$ cat src/rtl/exec_pkg.sv
// rtl/exec_pkg.sv - operation codes, engine states and decode helpers for alu_muldiv
package exec_pkg;

  typedef enum logic [4:0] {
    OP_ADD, OP_SUB, OP_XOR, OP_OR, OP_AND,
    OP_SLL, OP_SRL, OP_SRA,
    OP_SLT, OP_SLTU, OP_LT, OP_LTU, OP_GE, OP_GEU, OP_EQ, OP_NE,
    OP_PASSB, OP_AUIPC, OP_LINK,
    OP_MUL, OP_MULH, OP_MULHSU, OP_MULHU,
    OP_DIV, OP_DIVU, OP_REM, OP_REMU
  } alu_op_e;

  typedef enum logic [1:0] {
    IDLE,
    MUL,
    DIV
  } state_e;

  function automatic logic is_muldiv(input logic [4:0] op);
    return (op >= OP_MUL) && (op <= OP_REMU);
  endfunction

  function automatic logic is_div(input logic [4:0] op);
    return (op >= OP_DIV) && (op <= OP_REMU);
  endfunction

  function automatic logic is_signed_a(input logic [4:0] op);
    return (op == OP_MULH) || (op == OP_MULHSU) || (op == OP_DIV) || (op == OP_REM);
  endfunction

  function automatic logic is_signed_b(input logic [4:0] op);
    return (op == OP_MULH) || (op == OP_DIV) || (op == OP_REM);
  endfunction

endpackage

$ cat src/rtl/muldiv_iter.sv
// rtl/muldiv_iter.sv - iterative shift-add multiplier / restoring divider on operand magnitudes,
// with single-cycle resolution of divide-by-zero and signed-overflow cases.
module muldiv_iter
  import exec_pkg::*;
#(
  parameter int XLEN = 32
) (
  input  logic            clk,
  input  logic            rst_n,
  input  logic            flush_i,
  input  logic            start_i,
  input  logic [4:0]      op_i,
  input  logic [XLEN-1:0] a_i,
  input  logic [XLEN-1:0] b_i,
  output logic            special_o,
  output logic [XLEN-1:0] special_res_o,
  output logic            busy_o,
  output logic            done_o,
  output logic [XLEN-1:0] res_o
);

  localparam int CNT_W = $clog2(XLEN);
  localparam logic [CNT_W-1:0] CNT_LAST = CNT_W'(XLEN - 1);

  state_e              state_q, state_d;
  logic [CNT_W-1:0]    cnt_q, cnt_d;
  logic [2*XLEN-1:0]   acc_q, acc_d, acc_step;
  logic [XLEN-1:0]     opnd_q, opnd_d;
  logic [4:0]          op_q, op_d;
  logic                qneg_q, qneg_d, rneg_q, rneg_d;

  logic                sa, sb, b_zero, ovf;
  logic [XLEN-1:0]     mag_a, mag_b;
  logic [XLEN:0]       mul_sum, div_part;
  logic                div_ge;
  logic [XLEN-1:0]     div_sub, quo, rem;
  logic [2*XLEN-1:0]   prod;

  assign b_zero = (b_i == '0);
  assign ovf    = ((op_i == OP_DIV) || (op_i == OP_REM)) &&
                  (a_i == {1'b1, {(XLEN-1){1'b0}}}) && (&b_i);
  assign special_o = is_div(op_i) && (b_zero || ovf);

  always_comb begin
    special_res_o = '0;
    if (b_zero) begin
      special_res_o = ((op_i == OP_DIV) || (op_i == OP_DIVU)) ? '1 : a_i;
    end else if (op_i == OP_DIV) begin
      special_res_o = a_i;
    end
  end

  assign sa    = is_signed_a(op_i) && a_i[XLEN-1];
  assign sb    = is_signed_b(op_i) && b_i[XLEN-1];
  assign mag_a = sa ? -a_i : a_i;
  assign mag_b = sb ? -b_i : b_i;

  // Multiply: acc = {partial product, remaining multiplier}; divide: acc = {remainder, quotient}.
  always_comb begin
    mul_sum  = {1'b0, acc_q[2*XLEN-1:XLEN]} + (acc_q[0] ? {1'b0, opnd_q} : '0);
    div_part = acc_q[2*XLEN-1:XLEN-1];
    div_ge   = (div_part >= {1'b0, opnd_q});
    div_sub  = div_part[XLEN-1:0] - opnd_q;
    if (state_q == MUL) begin
      acc_step = {mul_sum, acc_q[XLEN-1:1]};
    end else if (div_ge) begin
      acc_step = {div_sub, acc_q[XLEN-2:0], 1'b1};
    end else begin
      acc_step = {acc_q[2*XLEN-2:0], 1'b0};
    end
  end

  always_comb begin
    prod = qneg_q ? -acc_step : acc_step;
    quo  = qneg_q ? -acc_step[XLEN-1:0] : acc_step[XLEN-1:0];
    rem  = rneg_q ? -acc_step[2*XLEN-1:XLEN] : acc_step[2*XLEN-1:XLEN];
    case (op_q)
      OP_MUL:                         res_o = prod[XLEN-1:0];
      OP_MULH, OP_MULHSU, OP_MULHU:   res_o = prod[2*XLEN-1:XLEN];
      OP_DIV, OP_DIVU:                res_o = quo;
      default:                        res_o = rem;
    endcase
  end

  always_comb begin
    state_d = state_q;
    cnt_d   = cnt_q;
    acc_d   = acc_q;
    opnd_d  = opnd_q;
    op_d    = op_q;
    qneg_d  = qneg_q;
    rneg_d  = rneg_q;
    if (flush_i) begin
      state_d = IDLE;
      cnt_d   = '0;
    end else if (state_q == IDLE) begin
      if (start_i) begin
        state_d = is_div(op_i) ? DIV : MUL;
        cnt_d   = CNT_LAST;
        acc_d   = {{XLEN{1'b0}}, mag_a};
        opnd_d  = mag_b;
        op_d    = op_i;
        qneg_d  = sa ^ sb;
        rneg_d  = sa;
      end
    end else begin
      acc_d = acc_step;
      if (cnt_q == '0) begin
        state_d = IDLE;
      end else begin
        cnt_d = cnt_q - CNT_W'(1);
      end
    end
  end

  always_ff @(posedge clk) begin
    if (!rst_n) begin
      state_q <= IDLE;
      cnt_q   <= '0;
      acc_q   <= '0;
      opnd_q  <= '0;
      op_q    <= '0;
      qneg_q  <= 1'b0;
      rneg_q  <= 1'b0;
    end else begin
      state_q <= state_d;
      cnt_q   <= cnt_d;
      acc_q   <= acc_d;
      opnd_q  <= opnd_d;
      op_q    <= op_d;
      qneg_q  <= qneg_d;
      rneg_q  <= rneg_d;
    end
  end

  assign busy_o = (state_q != IDLE);
  assign done_o = busy_o && (cnt_q == '0);

endmodule

$ cat src/rtl/alu_muldiv.sv
// rtl/alu_muldiv.sv - handshaked RV32/RV64 execution unit: single-cycle ALU plus iterative M extension.
module alu_muldiv
  import exec_pkg::*;
#(
  parameter int XLEN    = 32,
  parameter int SHAMT_W = $clog2(XLEN)
) (
  input  logic            clk,
  input  logic            rst_n,
  input  logic            flush,
  input  logic            in_valid,
  output logic            in_ready,
  input  logic [4:0]      op,
  input  logic [XLEN-1:0] a,
  input  logic [XLEN-1:0] b,
  input  logic [XLEN-1:0] pc,
  output logic            out_valid,
  input  logic            out_ready,
  output logic [XLEN-1:0] result,
  output logic            busy
);

  logic               ready_q;
  logic               out_valid_q, out_valid_d;
  logic [XLEN-1:0]    result_q, result_d, alu_res;
  logic               accept, start, special, mdu_busy, mdu_done;
  logic [XLEN-1:0]    special_res, mdu_res;
  logic [SHAMT_W-1:0] shamt;
  logic               lt_s, lt_u;

  // ready_q keeps in_ready low for the first cycle after reset release.
  assign in_ready = rst_n && ready_q && !mdu_busy && (!out_valid_q || out_ready);
  assign accept   = in_valid && in_ready && !flush;
  assign start    = accept && is_muldiv(op) && !special;

  assign shamt = b[SHAMT_W-1:0];
  assign lt_s  = ($signed(a) < $signed(b));
  assign lt_u  = (a < b);

  always_comb begin
    alu_res = '0;
    case (op)
      OP_ADD:        alu_res = a + b;
      OP_SUB:        alu_res = a - b;
      OP_XOR:        alu_res = a ^ b;
      OP_OR:         alu_res = a | b;
      OP_AND:        alu_res = a & b;
      OP_SLL:        alu_res = a << shamt;
      OP_SRL:        alu_res = a >> shamt;
      OP_SRA:        alu_res = $signed(a) >>> shamt;
      OP_SLT, OP_LT: alu_res = XLEN'(lt_s);
      OP_SLTU, OP_LTU: alu_res = XLEN'(lt_u);
      OP_GE:         alu_res = XLEN'(!lt_s);
      OP_GEU:        alu_res = XLEN'(!lt_u);
      OP_EQ:         alu_res = XLEN'(a == b);
      OP_NE:         alu_res = XLEN'(a != b);
      OP_PASSB:      alu_res = b;
      OP_AUIPC:      alu_res = pc + b;
      OP_LINK:       alu_res = pc + XLEN'(4);
      default:       alu_res = '0;
    endcase
  end

  muldiv_iter #(.XLEN(XLEN)) u_iter (
    .clk           (clk),
    .rst_n         (rst_n),
    .flush_i       (flush),
    .start_i       (start),
    .op_i          (op),
    .a_i           (a),
    .b_i           (b),
    .special_o     (special),
    .special_res_o (special_res),
    .busy_o        (mdu_busy),
    .done_o        (mdu_done),
    .res_o         (mdu_res)
  );

  always_comb begin
    out_valid_d = out_valid_q;
    result_d    = result_q;
    if (flush) begin
      out_valid_d = 1'b0;
    end else if (accept && !start) begin
      out_valid_d = 1'b1;
      result_d    = is_muldiv(op) ? special_res : alu_res;
    end else if (mdu_done) begin
      out_valid_d = 1'b1;
      result_d    = mdu_res;
    end else if (out_ready) begin
      out_valid_d = 1'b0;
    end
  end

  always_ff @(posedge clk) begin
    if (!rst_n) begin
      ready_q     <= 1'b0;
      out_valid_q <= 1'b0;
      result_q    <= '0;
    end else begin
      ready_q     <= 1'b1;
      out_valid_q <= out_valid_d;
      result_q    <= result_d;
    end
  end

  assign out_valid = out_valid_q;
  assign result    = result_q;
  assign busy      = mdu_busy;

endmodule

$ cat config.mk
export PLATFORM = sky130hd
export DESIGN_NAME = alu_muldiv
export DESIGN_NICKNAME = d
export VERILOG_FILES = /design/src/rtl/exec_pkg.sv /design/src/rtl/muldiv_iter.sv /design/src/rtl/alu_muldiv.sv
export SDC_FILE = /design/constraint.sdc
export NUM_CORES = 2
export LEC_CHECK = 0
export CELL_PAD_IN_SITES_DETAIL_PLACEMENT = 1
export CELL_PAD_IN_SITES_GLOBAL_PLACEMENT = 1
export CORE_MARGIN = 1.5
export CORE_UTILIZATION = 46
export CTS_CLUSTER_SIZE = 12
export DETAILED_ROUTE_END_ITERATION = 8
export PLACE_DENSITY_LB_ADDON = 0.1
export RECOVER_POWER = 50
export SLEW_MARGIN = 20
export SYNTH_ARGS = -nofsm -noshare
export SYNTH_HDL_FRONTEND = slang
export SYNTH_SLANG_ARGS = --single-unit
export TNS_END_PERCENT = 1
$ cat constraint.sdc
create_clock -name clk -period 6.3 [get_ports clk]
set_input_delay 0.63 -clock clk [delete_from_list [all_inputs] [get_ports clk]]
set_output_delay 0.63 -clock clk [all_outputs]
set_load 0.02 [all_outputs]
==> results.json <==
{
  "status": "complete, but fails checks",
  "violations": "capacitance limit, slew limit",
  "skew_ns": 0.0123,
  "post_synth_num_cell_types": 114,
  "port_buffers": 140,
  "ir_drop_uv": 214,
  "cts_tree": "built",
  "synth_top_area_cell": "dfxtp_1",
  "netlist.area_leader.share_pct": 11.1,
  "finalNetCount": 4056,
  "die_area_um2": 57800,
  "post_cts_buffers": 0,
  "ys_seq_area_share_pct": 11.1,
  "reg2reg_slack_ns": 0.20,
  "wl_per_cell_um": 33.1,
  "yosys_register_bits": 144,
  "grt-ovfl-total": 0,
  "power_density_nw_per_um2": 142,
  "drc": 0,
  "cts-buffers-inserted": 17,
  "hold_buffers": 0,
  "coreArea_um2": 55400,
  "min_path_type": "reg -> reg",
  "worstMarginPinSlew_ns": 2.89,
  "synth.top_cells.by_area": "dfxtp_1 11%, ha_1 9.7%, a21oi_1 6.1%",
  "maxCapViolCount": 4,
  "holdPathEnd": "result[27]$_SDFFE_PN0P_",
  "grt_max_degree": 81,
  "p_leak_nw": 11.6,
  "synthTopCellsByCount": "379 x nor2_1, 342 x nand2_1, 317 x a21oi_1",
  "firstDrtPassIters": 6,
  "grt_pass1_vias": 33200,
  "synth_warnings": 0,
  "synth.avg_cell_area_um2": 7.03,
  "synth_nets": 3999,
  "relSlewSlack_pct": -92.9,
  "die_y_um": 240,
  "slowest_delay_ns": 0.87,
  "drive_above_1_share_pct": 9.50,
  "clk_path_buf_depth": 2,
  "startpoint_type": "flip-flop",
  "synth_top_family_by_area": "compound AO/OA/AOI/OAI gates",
  "cts.repair.resized": 0,
  "cts-root-buf": "clkbuf_16",
  "rsz0062_at_grt": "false",
  "crit_path_cell_trace": "buf_4 > and2_1 > ha_1 > a21oi_1 > nand2_1 > or2_2 > o21ai_0 > xnor2_1 > a22oi_1 > nand2_1 > nand4b_1 > nor4b_2 > o21ai_0 > a2111oi_0 > o31ai_1",
  "ant_nets": 0,
  "synthFlopType": "dfxtp_1",
  "postRouteWirelength_um": 149000,
  "synth_xor_area_share_pct": 6.99,
  "crit_fanout": 23,
  "synthMuxAreaShare_pct": 9.30,
  "whs_ns": 0.480,
  "cp.required_ns": 6.62,
  "synth-edff-count": 0,
  "reg2regPathDepth": 15,
  "synth_simple_gate_area_share_pct": 24.8,
  "grt_pass1_wl_um": 218000,
  "syn_area_um2": 25900,
  "routabilityCongestion": 1.07,
  "grtUsageTotal_pct": 50.8,
  "syn2layout_area_growth_pct": 12.0,
  "hold_depth": 2,
  "r2r_end": "result[26]$_SDFFE_PN0P_",
  "num_rows": 86,
  "critPathArrivalTime_ns": 6.43,
  "dr.first_iter.drc_count": 4105,
  "clk_pin_slew_ns": 0.07,
  "hold_viol_final": 0,
  "clk_latency_ns": 0.47,
  "synthCells": 3689,
  "maxClockFrequency_ghz": 0.164,
  "postSynth.asyncResetShare_pct": 0,
  "fin_crit_ns": 6.10,
  "die_w_um": 240,
  "worstHoldStart": "result[27]$_SDFFE_PN0P_",
  "synth-compound-area-share_pct": 31.3,
  "power_mw": 4.13,
  "dpl.hpwl_um": 116000,
  "setup_viol": 0,
  "start_util_pct": 46.8,
  "critPathKind": "reg -> reg",
  "h-tree-depth": 4,
  "finalSetupTns_ns": 0,
  "fin_crit_sh_pct": 96.9,
  "clkSinkCount": 144,
  "ios": 141,
  "crit_slowest_cell": "a2111oi_0",
  "yosysMostFrequentCell": "nor2_1",
  "timing.rr.start": "u_iter.acc_q[0]$_SDFFE_PN0P_",
  "slew_violations": 208,
  "synthAdderAreaFrac_pct": 9.96,
  "vias": 33000,
  "endpoint_kind": "flip-flop",
  "via_per_inst": 7.32,
  "antenna_found_initial": 9
}
[logic make-up after synthesis]
group	Yosys count
simple gates	1320
mux	169
buf+inv	436
fa+ha+maj	204
xor+xnor	207
flops	144
compound gates	1209
[per-layer routing]
| layer | part of all wire [%] | track usage [%] |
|---|---|---|
| met4 | 9.9 | 42.7 |
| met1 | 36 | 57.3 |
| met5 | 0.074 | 0.866 |
| met2 | 44 | 79.9 |
| met3 | 11 | 13.4 |
[metrics by stage]
step | instances | instance area, um^2 | utilization, % | worst slack [ns]
after floorplan | 3689 | 25900 | - | 1.25
after global placement | 4474 | 28500 | 51.4 | 0.327
after detailed placement | 4474 | 28500 | 51.4 | 0.0794
after CTS | 4506 | 29000 | 52.4 | 0.547
after global routing | 4508 | 29000 | 52.4 | 0.0813
final | 4511 | 29000 | 52.4 | 0.197
[cell type report]
cell class / count / area, um^2
Antenna cell: 4 / 10.0
Clock buffer: 18 / 429
Clock inverter: 14 / 123
Fill cell: 7100 / 26400
Inverter: 174 / 653
Multi-Input combinational cell: 3109 / 21400
Sequential cell: 144 / 2880
Tap cell: 748 / 936
Timing Repair Buffer: 300 / 2580
[how the worst max path moves through the flow]
stage                                        start                 endpoint  slack [ns]
detailed placement                           op[2]  result[25]$_SDFFE_PN0P_        0.08
global placement                             op[0]  result[25]$_SDFFE_PN0P_        0.33
global route        u_iter.opnd_q[24]$_SDFFE_PN0P_  result[22]$_SDFFE_PN0P_        0.08
floorplan                                    op[2]  result[25]$_SDFFE_PN0P_        1.25
CTS                                          op[2]  result[25]$_SDFFE_PN0P_        0.55
finish                u_iter.acc_q[0]$_SDFFE_PN0P_  result[26]$_SDFFE_PN0P_        0.20
[registers in the layout, summed over array words and instances (netlist names)]
signal and cells:
out_valid 1, ready_q 1, result 32, u_iter.acc_q 64, u_iter.cnt_q 5, u_iter.op_q 5, u_iter.opnd_q 32, u_iter.qneg_q 1
u_iter.rneg_q 1, u_iter.state_q 2
[cell usage in the layout (no fill, tap or decap), types with 53 or more instances in the layout]
cell type        Yosys  layout
mux2i_1             81      81
a21oi_1            317     317
inv_1              168     168
o21ai_0            239     238
clkdlybuf4s50_1      0      99
nand2_1            342     342
nand3_1            106     106
buf_4                2     153
o211ai_1            59      59
mux4_2              54      54
nor2_1             379     377
nor2b_1             56      55
a211oi_1            62      62
ha_1               200     200
and2_1              63      53
xnor2_1            159     159
dfxtp_1            144     144
nor3_1              85      81
nand4_1             61      61
[critical path: cells and delay by family (launching register included)]
family | cells | cell delay (ns)
AND/OR/NAND/NOR | 6 | 1.95
flip-flops | 1 | 0.65
adder cells (fa/ha/maj) | 1 | 0.32
XOR/XNOR | 1 | 0.16
buffers and inverters | 1 | 0.41
AO/OA/AOI/OAI | 6 | 2.46
[where the power goes]
| part | total, mW | switching [mW] | internal, mW |
|---|---|---|---|
| clock network | 1.03 | 0.509 | 0.517 |
| registers | 0.928 | 0.0101 | 0.917 |
| logic | 2.18 | 1.46 | 0.719 |
| total | 4.13 | 1.98 | 2.15 |
Power figures use the tool's default switching activity.
